**src/rtl/uart_rx_fifo.sv**
```systemverilog
// uart_rx_fifo: 8N1 UART receiver feeding a byte FIFO, read via a request/strobe port.
//   clk        : clock, all logic on posedge
//   reset      : synchronous, active-high
//   rxd        : asynchronous serial input, idles high
//   out_valid  : consumer requests a byte
//   out_data   : FIFO head byte, meaningful only while out_ready=1
//   out_ready  : byte delivered this cycle (out_valid && FIFO non-empty)
//   overrun    : sticky, a received byte was dropped because the FIFO was full
//   frame_err  : sticky, a stop bit was sampled low
module uart_rx_fifo #(
  parameter int unsigned CLK_PER_BIT = 868,
  parameter int unsigned FIFO_DEPTH  = 16
) (
  input  logic       clk,
  input  logic       reset,
  input  logic       rxd,
  input  logic       out_valid,
  output logic [7:0] out_data,
  output logic       out_ready,
  output logic       overrun,
  output logic       frame_err
);

  localparam int unsigned CW   = $clog2(CLK_PER_BIT) + 1;
  localparam int unsigned AW   = $clog2(FIFO_DEPTH);
  localparam int unsigned NW   = AW + 1;
  localparam logic [CW-1:0] HALF_M1 = CW'(CLK_PER_BIT / 2 - 1);
  localparam logic [CW-1:0] BIT_M1  = CW'(CLK_PER_BIT - 1);
  localparam logic [NW-1:0] FULL_N  = NW'(FIFO_DEPTH);

  typedef enum logic [2:0] {
    IDLE,
    START,
    DATA,
    STOP,
    WAIT_HIGH
  } rx_state_t;

  // 2-flop synchronizer, preset to the idle level
  logic rx_meta;
  logic rxs;

  always_ff @(posedge clk) begin
    if (reset) begin
      rx_meta <= 1'b1;
      rxs     <= 1'b1;
    end else begin
      rx_meta <= rxd;
      rxs     <= rx_meta;
    end
  end

  // RX state machine
  rx_state_t      state;
  logic [CW-1:0]  cnt;
  logic [2:0]     idx;
  logic [7:0]     shift;

  always_ff @(posedge clk) begin
    if (reset) begin
      state     <= IDLE;
      cnt       <= '0;
      idx       <= '0;
      shift     <= '0;
      frame_err <= 1'b0;
    end else begin
      case (state)
        IDLE: begin
          if (!rxs) begin
            state <= START;
            cnt   <= '0;
            idx   <= '0;
          end
        end
        START: begin
          if (cnt == HALF_M1) begin
            cnt   <= '0;
            idx   <= '0;
            state <= rxs ? IDLE : DATA;
          end else begin
            cnt <= cnt + CW'(1);
          end
        end
        DATA: begin
          if (cnt == BIT_M1) begin
            cnt        <= '0;
            shift[idx] <= rxs;
            idx        <= idx + 3'd1;
            if (idx == 3'd7) state <= STOP;
          end else begin
            cnt <= cnt + CW'(1);
          end
        end
        STOP: begin
          if (cnt == BIT_M1) begin
            cnt <= '0;
            if (rxs) begin
              state <= IDLE;
            end else begin
              frame_err <= 1'b1;
              state     <= WAIT_HIGH;
            end
          end else begin
            cnt <= cnt + CW'(1);
          end
        end
        WAIT_HIGH: begin
          if (rxs) state <= IDLE;
        end
        default: state <= IDLE;
      endcase
    end
  end

  // A completed frame with a good stop bit; the byte is written on this edge
  logic push_c;
  assign push_c = (state == STOP) && (cnt == BIT_M1) && rxs;

  // Byte FIFO
  logic [7:0]    mem [FIFO_DEPTH];
  logic [AW-1:0] wr_ptr;
  logic [AW-1:0] rd_ptr;
  logic [NW-1:0] count;
  logic          empty_c;
  logic          full_c;
  logic          pop_c;
  logic          do_push_c;

  assign empty_c   = (count == '0);
  assign full_c    = (count == FULL_N);
  assign out_ready = out_valid && !empty_c;
  assign pop_c     = out_ready;
  assign out_data  = mem[rd_ptr];
  // When full, a same-cycle pop frees the slot the push lands in
  assign do_push_c = push_c && (!full_c || pop_c);

  always_ff @(posedge clk) begin
    if (do_push_c) mem[wr_ptr] <= shift;
  end

  always_ff @(posedge clk) begin
    if (reset) begin
      wr_ptr  <= '0;
      rd_ptr  <= '0;
      count   <= '0;
      overrun <= 1'b0;
    end else begin
      if (do_push_c) wr_ptr <= wr_ptr + AW'(1);
      if (pop_c)     rd_ptr <= rd_ptr + AW'(1);
      count <= count + NW'(do_push_c) - NW'(pop_c);
      if (push_c && !do_push_c) overrun <= 1'b1;
    end
  end

endmodule
```
**config.mk**
```make
export PLATFORM = sky130hd
export DESIGN_NAME = uart_rx_fifo
export DESIGN_NICKNAME = d
export VERILOG_FILES = /design/src/rtl/uart_rx_fifo.sv
export SDC_FILE = /design/constraint.sdc
export NUM_CORES = 1
export LEC_CHECK = 0
export ABC_AREA = 1
export BUFFER_PORTS_ARGS = -buffer_cell sky130_fd_sc_hd__clkbuf_2
export CAP_MARGIN = 10
export CORE_UTILIZATION = 58
export CTS_CLUSTER_SIZE = 10
export DETAILED_ROUTE_END_ITERATION = 8
export PLACE_DENSITY = 0.73
export SLEW_MARGIN = 20
export SYNTH_ARGS = -nofsm -noshare
export SYNTH_HDL_FRONTEND = slang
export SYNTH_SLANG_ARGS = --single-unit
```
**constraint.sdc**
```tcl
create_clock -name clk -period 6.11 [get_ports clk]
set_input_delay 1.222 -clock clk [delete_from_list [all_inputs] [get_ports clk]]
set_output_delay 1.222 -clock clk [all_outputs]
set_load 0.005 [all_outputs]
```
# Word-level counts from Yosys, hierarchy flattened
# Memory sizes are Yosys's and may differ from the RTL's. A register that Yosys moved wholly into a read port is not among the register bits.
# Cells that the tools add are included.
# classes
eq_ne	14
n_mux	24
magnitude_cmp	2
add_sub_neg	6
reduce_logical	20
bitwise	1
# ops
cell	count
11-bit 2-to-1 mux	3
11-bit one-hot mux with 3 select lines	1
3-bit 2-to-1 mux	10
3-bit one-hot mux with 5 select lines	1
2-bit inequality test, second input constant	6
11-bit by 1-bit adder with 11-bit output, second input constant	1
11-bit by 10-bit equality test with 1-bit output, second input constant	1
11-bit by 9-bit equality test with 1-bit output, second input constant	1
3-bit one-hot mux with 3 select lines	1
4-bit by 1-bit adder with 4-bit output, second input constant	2
8-bit bitwise mux	1
4-bit 2-to-1 mux	2
3-bit by 2-bit equality test with 1-bit output, second input constant	2
3-bit equality test, second input constant	2
1-bit logical AND	6
6-bit AND reduction	1
3-bit nonzero test	2
5-bit by 1-bit adder with 5-bit output	1
5-bit equality test, second input constant	1
5-bit zero test	1
5-bit by 1-bit subtractor with 5-bit output	1
3-bit by 4-bit less-than comparator with 1-bit output, second input constant	1
2-bit AND reduction	2
4-bit AND reduction	1
12 further kinds	16
# totals
out_inout_bits	11
in_bits	4
ramBits	128
memories	1
regBits	42
# memory_table
name	depth	width	read_ports	rd_ports_with_merged_regs	write_ports	line	source
mem	16	8	1	1	1	120	logic [7:0] mem [FIFO_DEPTH];

# Longest topological paths before layout
# Gate-level depths: netlist (run 1).
# logic_depth
depth_word	7
mapped_depth	13
depth_no_buf	13

# Worst setup path before layout (run 1)
# OpenSTA, ideal clock, no wires.
# synth_path
kind	input port to flip-flop
from	input port out_valid
to	register count[4]
path_stages	11
path_slack_ns	3.079
n_path_buf	0
t_arrival_ns	2.961
path_cell_list	nor2_1 nand3_1 nand3_4 ha_1 inv_1 ha_1 inv_1 fa_1 o31ai_1 o21ai_0 a21oi_1
# synth_between
elab_chain_cells	5
# synth_lines
element	line	source
start, declared	17	input logic out_valid,
1-bit logical AND *	131	assign out_ready = out_valid && !empty_c;
1-bit logical OR	135	assign do_push_c = push_c && (!full_c || pop_c);
1-bit logical AND	135	
5-bit by 1-bit adder with 5-bit output	150	count <= count + NW'(do_push_c) - NW'(pop_c);
5-bit by 1-bit subtractor with 5-bit output *	150	
end signal, assigned	150	
end, declared	123	logic [NW-1:0] count;
# Every way passes the cells marked *; elsewhere a longest branch is shown, timed or not.
# A chain may end at the register's enable or synchronous reset.

==> summary.txt, run 1 <==
Routing
  • Drt first pass iters: 5
  • Initial DRC count: 508
  • Detail Route Antenna Nets: 0
  • Vias: 5251
  • Routed len/inst: 17.1 um
  • Drt total wl: 16.0 mm
  • Residual DRC count: 0
  • Vias per inst: approximately 5.6

Floorplan
  • IO Pins: 15
  • Initial Util: 0.598
  • Core area: 0.0127 mm^2
  • Die X: around 120 um
  • Full die area: ~0.014 mm^2
  • FP Rows: 41
  • Die Y: approximately 120 um

Cells and area
  • Share of layout cells above drive strength 1: 0.106
  • Design Area, Final: ~0.0084 mm^2
  • Non-filler cells, final: between 900 and 1000
  • Nets@finish: between 700 and 800
  • # diodes: 0
  • Layout area overhead: 10.7%

GRT
  • Initial antenna violation count: 0
  • First-pass GRT wire length: ~25 mm
  • Tot GR Track Use: 0.256
  • GRT Residual Overflow: 0
  • Largest net degree at the start of global routing: 66
  • Number of global-route vias before repair: 5076

STA
  • F_max: 0.226 GHz
  • Max Slew Vio Count: 0
  • Skew final: 8.84 ps
  • Worst slew pin tran: around 1000 ps
  • Hold Slack: 430 ps
  • Relative slew slack: 0.333
  • RSZ-0062 raised after global routing: false
  • Finish-stage setup viols: 0
  • Final Worst Setup Slack: 1690 ps
  • Tmin final: 4420 ps
  • Hold Fails Final Rpt: 0
  • Setup tns final: 0 ps
  • Fin crit share: 0.723

Clock tree
  • Bufs on Longest Clock Path: 2
  • Cts hold-fix bufs: 0
  • Clk_lat worst skew: approximately 430 ps
  • Root Buffer: clkbuf_16
  • TritonCTS Buffers: 17
  • # resized after CTS: 0
  • Clk slew on worst S/H paths: roughly 60 ps
  • Post-CTS setup buffer count: 0
  • TritonCTS clock tree: yes
  • Clk sinks: 174
  • Htree depth: 4

Yosys
  • Sequential share of the synthesized area: 0.626
  • Top post-synthesis cells by count: nor2_1, edfxtp_1, o21ai_0
  • Gate count of the mapped netlist: 743
  • Count leader, synth: nor2_1
  • Syn Area/Cell: 10.2 um^2
  • Most used DFF post-synth: edfxtp_1
  • EDFF count, synth: 128
  • Yosys Warn Count: 0
  • Synthesized area: roughly 0.0076 mm^2
  • Netlist cell types: 38
  • Area leader, netlist: edfxtp_1
  • Synth top area share: 0.505
  • Fraction of registers with async set/reset: 0
  • Synth top area cells: edfxtp_1, dfxtp_1, nor2_1
  • Yosys reg bits: 174
  • Mapped Nets: 763

Status
  • Status: complete, no violations

Power and ir drop
  • Peak VDD IR: 227 uV
  • Static Leak: between 2 and 3 nW
  • Sw power: 0.913 mW
  • Power per Cell Area: 377 mW/mm^2
  • Sw Share: 0.287
  • Comb pwr share: 0.202
  • Clock power share: 0.365
  • Flop pwr share: 0.433
  • P_int: 2.26 mW

Critical path
  • WS Path Type: reg2out
  • Crit-path max FO: 65
  • Worst-path cell chain: buf_4, clkinv_2, nor2_1, nor2_1, o21ai_0, o21ai_0, o211ai_1, nand2_1, clkbuf_2
  • CP max stage cell: clkinv_2
  • Crit end category: output port
  • Crit start category: register
  • WP data required: 4890 ps
  • Critical Path Max Stage Delay: 860 ps
  • Worst EP arrival: 3200 ps

Placed design
  • DP Area: ~0.0078 mm^2
  • Port Buf Inserts: 14
  • DP Cell Count: 902
  • Routability congestion estimate: ~0.86
  • Pre-CTS setup slack: 2520 ps
  • Post-DP HPWL: 9.99 mm

Hold path
  • Hold Crit Class: reg2reg

Flow run
  • Number of max-cap violations: 0
==> flip-flops by register name, summed over array words and instances (netlist names), named ones only <==
name       cells
idx            3
frame_err      1
wr_ptr         4
rx_meta        1
state          3
rxs            1
mem          128
rd_ptr         4
overrun        1
count          5
cnt           11
shift          8
==> metal layers <==
metal,global-route usage,routed length [um],vias to the layer above
met2,0.428,7930,132
met5,0,0,-
met1,0.316,6730,2526
li1,-,-,2562
met3,0.0607,884,31
met4,0.120,465,0
==> placed cells by master (no fill, tap or decap), drive strengths merged <==
| master | netlist | routed |
|---|---|---|
| a31oi | 1 | 1 |
| fa | 1 | 1 |
| xor2 | 5 | 5 |
| o21ai | 86 | 86 |
| nand4 | 9 | 9 |
| o211ai | 33 | 33 |
| a211oi | 2 | 2 |
| o21a | 1 | 1 |
| o31ai | 1 | 1 |
| clkbuf | 17 | 40 |
| nand3 | 34 | 34 |
| bufinv | 0 | 4 |
| a21oi | 21 | 21 |
| nor3 | 7 | 7 |
| ha | 15 | 15 |
| inv | 58 | 57 |
| buf | 12 | 2 |
| nand3b | 1 | 1 |
| a21o | 1 | 1 |
| clkinv | 2 | 5 |
| edfxtp | 128 | 128 |
| nor2 | 173 | 173 |
| o21bai | 1 | 1 |
| dfxtp | 46 | 46 |
| nand2 | 86 | 86 |
| or2 | 2 | 2 |
==> power groups by stage <==
stage | clock (mW) | combinational (mW) | sequential (mW)
after detailed placement | 0 | 0.639 | 1.40
after CTS | 1.17 | 0.644 | 1.37
final | 1.16 | 0.641 | 1.37
after global placement | 0 | 0.611 | 1.39
after global routing | 1.22 | 0.734 | 1.38
after floorplan | 0 | 0.524 | 1.35
==> area by class of cell <==
class / instances / area (um^2)
inverter: 60 / 233
clock inverter: 6 / 130
multi-input combinational: 480 / 2480
tap: 172 / 215
fill: 1011 / 4300
sequential: 174 / 4770
timing repair buffer: 16 / 85.1
clock buffer: 26 / 509
==> critical path, delay by kind of cell (launching register included) <==
kind / cells / cell delay, ps
simple gates: 3 / 490
compound gates: 3 / 490
flops: 1 / 300
buf+inv: 3 / 1450
==> worst paths after layout <==
kind	cells past startpoint	startpoint	slack, ps	end
setup / recovery	9	register	1690	out_data[0]
hold / removal	1	rx_meta$_SDFF_PP1_	430	rxs$_SDFF_PP1_
setup reg to reg	11	rxs$_SDFF_PP1_	3230	count[4]$_SDFF_PP0_
hold reg to reg	1	rx_meta$_SDFF_PP1_	430	rxs$_SDFF_PP1_
==> metrics by stage <==
step | util | total power, mW
after floorplan | - | 1.87
after global placement | 0.611 | 2.00
after detailed placement | 0.611 | 2.04
after CTS | 0.662 | 3.18
after global routing | 0.662 | 3.33
final | 0.662 | 3.18
==> cells by family after synthesis <==
family / Yosys count / synth area share
flops: 174 / 0.626
buf+inv: 89 / 0.0480
compound gates: 147 / 0.113
simple gates: 312 / 0.180
fa+ha+maj: 16 / 0.0273
xor+xnor: 5 / 0.00575
Note: power is estimated with default switching activity, not from simulation.
==> inputs of run 2 (changes only) <==
--- a/config.mk
+++ b/config.mk
@@ -8,7 +8,7 @@
 export ABC_AREA = 1
 export BUFFER_PORTS_ARGS = -buffer_cell sky130_fd_sc_hd__clkbuf_2
 export CAP_MARGIN = 10
-export CORE_UTILIZATION = 58
+export CORE_UTILIZATION = 56
 export CTS_CLUSTER_SIZE = 10
 export DETAILED_ROUTE_END_ITERATION = 8
 export PLACE_DENSITY = 0.73
==> constraint.sdc (replaced) <==
create_clock -name clk -period 3.68 [get_ports clk]
set_input_delay 0.736 -clock clk [delete_from_list [all_inputs] [get_ports clk]]
set_output_delay 0.736 -clock clk [all_outputs]
set_load 0.005 [all_outputs]
==> summary.txt, run 2 (same netlist as run 1, synthesis figures left out) <==
Clock tree
  • Clk slew on worst S/H paths: 60 ps
  • Clk_lat worst skew: 430 ps
  • Htree depth: 4
  • TritonCTS Buffers: 17
  • Post-CTS setup buffer count: 0
  • Cts hold-fix bufs: 0
  • TritonCTS clock tree: yes
  • Root Buffer: clkbuf_16
  • Clk sinks: 174
  • # resized after CTS: 0
  • Bufs on Longest Clock Path: 2

STA
  • Fin crit share: 0.813
  • Skew final: 8.01 ps
  • Relative slew slack: 0.451
  • Hold Fails Final Rpt: 0
  • RSZ-0062 raised after global routing: false
  • Worst slew pin tran: 821 ps
  • F_max: 0.334 GHz
  • Setup tns final: 0 ps
  • Tmin final: between 2000 and 3000 ps
  • Max Slew Vio Count: 0
  • Finish-stage setup viols: 0

Critical path
  • Worst-path cell chain: buf_4, nor2_1, o21ai_0, o21ai_0, o211ai_1, nand2_1, clkbuf_2
  • WS Path Type: reg2out
  • Critical Path Max Stage Delay: ~650 ps
  • Worst R2R End: count[4]$_SDFF_PP0_
  • Delay-heaviest family, CP: flip-flops
  • Worst EP arrival: 2250 ps
  • Crit start category: register
  • CP max stage cell: dfxtp_2
  • Crit-path max FO: 26
  • Crit end category: output port
  • Reg2reg start: cnt[0]$_SDFFE_PP0P_
  • R2R setup slack: 840 ps
  • Worst Path Buf+Inv: 2
  • Crit path top cell by count: o21ai_0
  • WP data required: 2940 ps
  • Reg2reg path depth: 12

Cells and area
  • # diodes: 0
  • Largest registers: mem: 128 flops, cnt: 11 flops, shift: 8 flops
  • Commonest non-fill, non-tap cells in the layout: nor2_1, edfxtp_1, o21ai_0
  • Max FFs per register: 128
  • Leading cell type in the layout, fill and taps excluded: nor2_1
  • Share of layout cells above drive strength 1: 0.107
  • Nets@finish: around 770
  • Layout area overhead: 10.3%
  • Util after Layout: 0.634
  • Design Area, Final: between 0.008 and 0.009 mm^2
  • Largest Register: mem

Power and ir drop
  • Sw Share: 0.302
  • Sw power: 1.56 mW
  • Power per Cell Area: 614 mW/mm^2
  • Clock power share: 0.343
  • Static Leak: around 3.0 nW
  • Peak VDD IR: 350 uV
  • Flop pwr share: 0.435
  • Comb pwr share: 0.221
  • Total power: ~5.2 mW
  • P_int: 3.60 mW

Routing
  • Routed len/inst: 17.0 um
  • Vias: 5315
  • Residual DRC count: 0
  • Drt total wl: 16.0 mm
  • Initial DRC count: 465
  • Drt first pass iters: 5
  • Detail Route Antenna Nets: 0
  • Vias per inst: 5.65

Placed design
  • Port Buf Inserts: 14
  • Routability congestion estimate: 0.901
  • DP Area: just under 0.008 mm^2
  • Post-DP HPWL: 10.2 mm

Floorplan
  • FP Rows: 42
  • IO Pins: 15
  • Core area: 0.0132 mm^2
  • Initial Util: 0.575
  • Die X: 119 um
  • Full die area: ~0.014 mm^2
  • Die Y: 119 um

GRT
  • Initial antenna violation count: 0
  • GRT Residual Overflow: 0
  • Tot GR Track Use: 0.240
  • Largest net degree at the start of global routing: 65
  • Number of global-route vias before repair: 5092
  • First-pass GRT wire length: around 26 mm

Hold path
  • WHS Endpoint: rxs$_SDFF_PP1_
  • Hold depth: 1
  • Hold Crit Class: reg2reg
  • Min-delay src: rx_meta$_SDFF_PP1_

Flow run
  • Number of max-cap violations: 0

Status
  • Status: complete, no violations
## run 2: cell count changes in the layout (fill, tap and decap cells not counted), sizes merged
cell    delta
clkbuf     -8
clkinv     +8
buf        +3
bufinv     -1
inv        +1
## run 2: per-stage QoR
stage / setup slack [ps] / instances / hold WS (ps)
global route: 567 / 941 / 425
CTS: 691 / 941 / 410
floorplan: 1140 / 743 / 389
detailed placement: 682 / 909 / 395
finish: 690 / 941 / 407
global placement: 840 / 909 / 395
## run 2: final cells by class
type | count | area [um^2]
inverter | 60 | 231
fill | 1041 | 4840
timing repair buffer | 19 | 120
multi-input combinational | 480 | 2480
clock inverter | 14 | 150
tap | 176 | 220
sequential | 174 | 4770
clock buffer | 18 | 429
## run 2: power groups by stage
stage          clock, mW  combinational [mW]  sequential (mW)
5_1_grt             1.85                1.29             2.26
3_3_place_gp           0                1.07             2.28
6_report            1.77                1.14             2.25
4_1_cts             1.78                1.14             2.25
3_5_place_dp           0                1.13             2.29
2_1_floorplan          0               0.870             2.24
## run 2: worst max path at each step
stage               cells after the start  slack [ps]  startpoint             endpoint
global placement                       12         840   out_valid  count[4]$_SDFF_PP0_
global route                            9         570    register          out_data[2]
CTS                                     7         690    register          out_data[1]
floorplan                              11        1140   out_valid  count[4]$_SDFF_PP0_
detailed placement                     12         680   out_valid  count[4]$_SDFF_PP0_
finish                                  7         690    register          out_data[6]
## run 2: layer usage
metal  up-vias  routed length, um  track usage
met2       192               7880        0.398
met3        26               1130       0.0541
met4         0                296       0.0878
met1      2524               6680        0.309
li1       2573                  -            -
met5         -                  0            0
==> inputs of run 3 (changes only) <==
--- a/config.mk
+++ b/config.mk
@@ -8,7 +8,7 @@
 export ABC_AREA = 1
 export BUFFER_PORTS_ARGS = -buffer_cell sky130_fd_sc_hd__clkbuf_2
 export CAP_MARGIN = 10
-export CORE_UTILIZATION = 56
+export CORE_UTILIZATION = 58
 export CTS_CLUSTER_SIZE = 10
 export DETAILED_ROUTE_END_ITERATION = 8
 export PLACE_DENSITY = 0.73
==> constraint.sdc (replaced) <==
create_clock -name clk -period 3.1 [get_ports clk]
set_input_delay 0.62 -clock clk [delete_from_list [all_inputs] [get_ports clk]]
set_output_delay 0.62 -clock clk [all_outputs]
set_load 0.005 [all_outputs]
==> summary.txt, run 3 (same netlist as run 1, synthesis figures left out) <==
Clock tree
  • Bufs on Longest Clock Path: 2
  • Htree depth: 4
  • TritonCTS Buffers: 17
  • Cts hold-fix bufs: 0
  • Clk sinks: 174
  • Clk_lat worst skew: between 400 and 500 ps
  • # resized after CTS: 0
  • TritonCTS clock tree: yes
  • Root Buffer: clkbuf_16
  • Clk slew on worst S/H paths: about 60 ps
  • Post-CTS setup buffer count: 0

Floorplan
  • Die X: 117 um
  • Initial Util: 0.598
  • FP Rows: 41
  • Full die area: 0.0136 mm^2
  • Core area: about 0.013 mm^2
  • IO Pins: 15
  • Die Y: 117 um

Power and ir drop
  • Peak VDD IR: 504 uV
  • Static Leak: 3.02 nW
  • Sw Share: 0.292
  • Flop pwr share: 0.429
  • Power per Cell Area: 731 mW/mm^2
  • Sw power: between 1.5 and 2 mW
  • P_int: 4.40 mW
  • Clock power share: 0.354
  • Comb pwr share: 0.217

Placed design
  • DP Cell Count: 914
  • Port Buf Inserts: 14
  • Routability congestion estimate: between 0.9 and 1
  • Post-DP HPWL: 10.1 mm

Routing
  • Vias per inst: 5.60
  • Drt total wl: 16.2 mm
  • Vias: 5302
  • Initial DRC count: 563
  • Detail Route Antenna Nets: 0
  • Drt first pass iters: 5
  • Routed len/inst: 17.1 um
  • Residual DRC count: 0

STA
  • Hold Fails Final Rpt: 0
  • Worst slew pin tran: 805 ps
  • F_max: 0.358 GHz
  • RSZ-0062 raised after global routing: false
  • Relative slew slack: 0.461
  • Max Slew Vio Count: 0
  • Fin crit share: 0.902
  • Tmin final: approximately 2800 ps
  • Skew final: 6.55 ps
  • Finish-stage setup viols: 0
  • Setup tns final: 0 ps

Hold path
  • Hold Crit Class: in2reg

Cells and area
  • Layout area overhead: 11.8%
  • Share of layout cells above drive strength 1: 0.119
  • Commonest non-fill, non-tap cells in the layout: nor2_1, edfxtp_1, o21ai_0
  • Largest registers: mem: 128 flops, cnt: 11 flops, shift: 8 flops
  • Nets@finish: 781
  • Largest Register: mem
  • Max FFs per register: 128
  • # diodes: 0
  • Non-filler cells, final: 946
  • Leading cell type in the layout, fill and taps excluded: nor2_1

Flow run
  • Number of max-cap violations: 0

Critical path
  • Crit start category: register
  • WP data required: 2480 ps
  • Crit-path max FO: 64
  • WS Path Type: reg2out
  • Crit end category: output port
  • Worst EP arrival: about 2200 ps

GRT
  • Met2 Usage GRT: 0.456
  • Busiest layer in global routing: met2
  • First-pass GRT wire length: around 25 mm
  • GRT Residual Overflow: 0
  • Largest net degree at the start of global routing: 65
  • GR Util met1: 0.315
  • Number of global-route vias before repair: 5054
  • Met3 Track Usage GR: 0.0410
  • Tot GR Track Use: 0.254
  • Initial antenna violation count: 0

Status
  • Status: complete, no violations
run 3: cell count changes in the layout (fill, tap and decap cells not counted):
cell,previous run,this run
buf_4,4,12
clkbuf_8,0,5
clkinv_1,5,0
clkbuf_1,1,5
clkinv_4,4,1
clkinv_2,4,2
buf_12,1,2
clkinvlp_4,0,1
run 3: stage by stage:
step / worst slack (ps) / hold slack (ps) / power, mW / cell area, um^2 / utilization
2_1_floorplan: 593 / 389 / 3.69 / 7610 / -
3_3_place_gp: 400 / 413 / 4.00 / 7890 / 0.620
3_5_place_dp: 309 / 420 / 4.05 / 7890 / 0.620
4_1_cts: 294 / 373 / 6.23 / 8510 / 0.669
5_1_grt: 76.7 / 392 / 6.53 / 8510 / 0.669
6_report: 303 / 377 / 6.22 / 8510 / 0.669
run 3: area by class of cell:
| cell class | count | area [um^2] |
|---|---|---|
| Clock inverter | 5 | 103 |
| Clock buffer | 27 | 513 |
| Multi-Input combinational cell | 480 | 2480 |
| Tap cell | 172 | 215 |
| Inverter | 60 | 231 |
| Fill cell | 989 | 4210 |
| Sequential cell | 174 | 4770 |
| Timing Repair Buffer | 28 | 200 |
run 3: path summary, 6_finish.rpt:
path	start	to	slack (ps)	depth (start not counted)
setup / recovery	register	out_data[0]	300	6
hold / removal	rxd	rx_meta$_SDFF_PP1_	380	2
setup reg to reg	cnt[0]$_SDFFE_PP0P_	count[4]$_SDFF_PP0_	320	12
hold reg to reg	rx_meta$_SDFF_PP1_	rxs$_SDFF_PP1_	450	1
run 3: routing by layer:
metal / vias to the layer above / share of wire
li1: 2587 / -
met1: 2521 / 0.42
met2: 172 / 0.51
met3: 22 / 0.053
met4: 0 / 0.016
met5: - / 0
run 3: worst max-delay path, cell delays in order (launching register included):
cell,delay (ps)
dfxtp_1,350
buf_4,490
o21ai_0,170
o21ai_0,300
o211ai_1,170
nand2_1,140
clkbuf_2,120
run 3: power by group through the flow:
stage	Sequential (mW)	Clock [mW]	Combinational, mW
floorplan	2.66	0	1.03
global placement	2.71	0	1.29
detailed placement	2.71	0	1.34
CTS	2.66	2.22	1.35
global route	2.68	2.32	1.53
finish	2.67	2.20	1.35
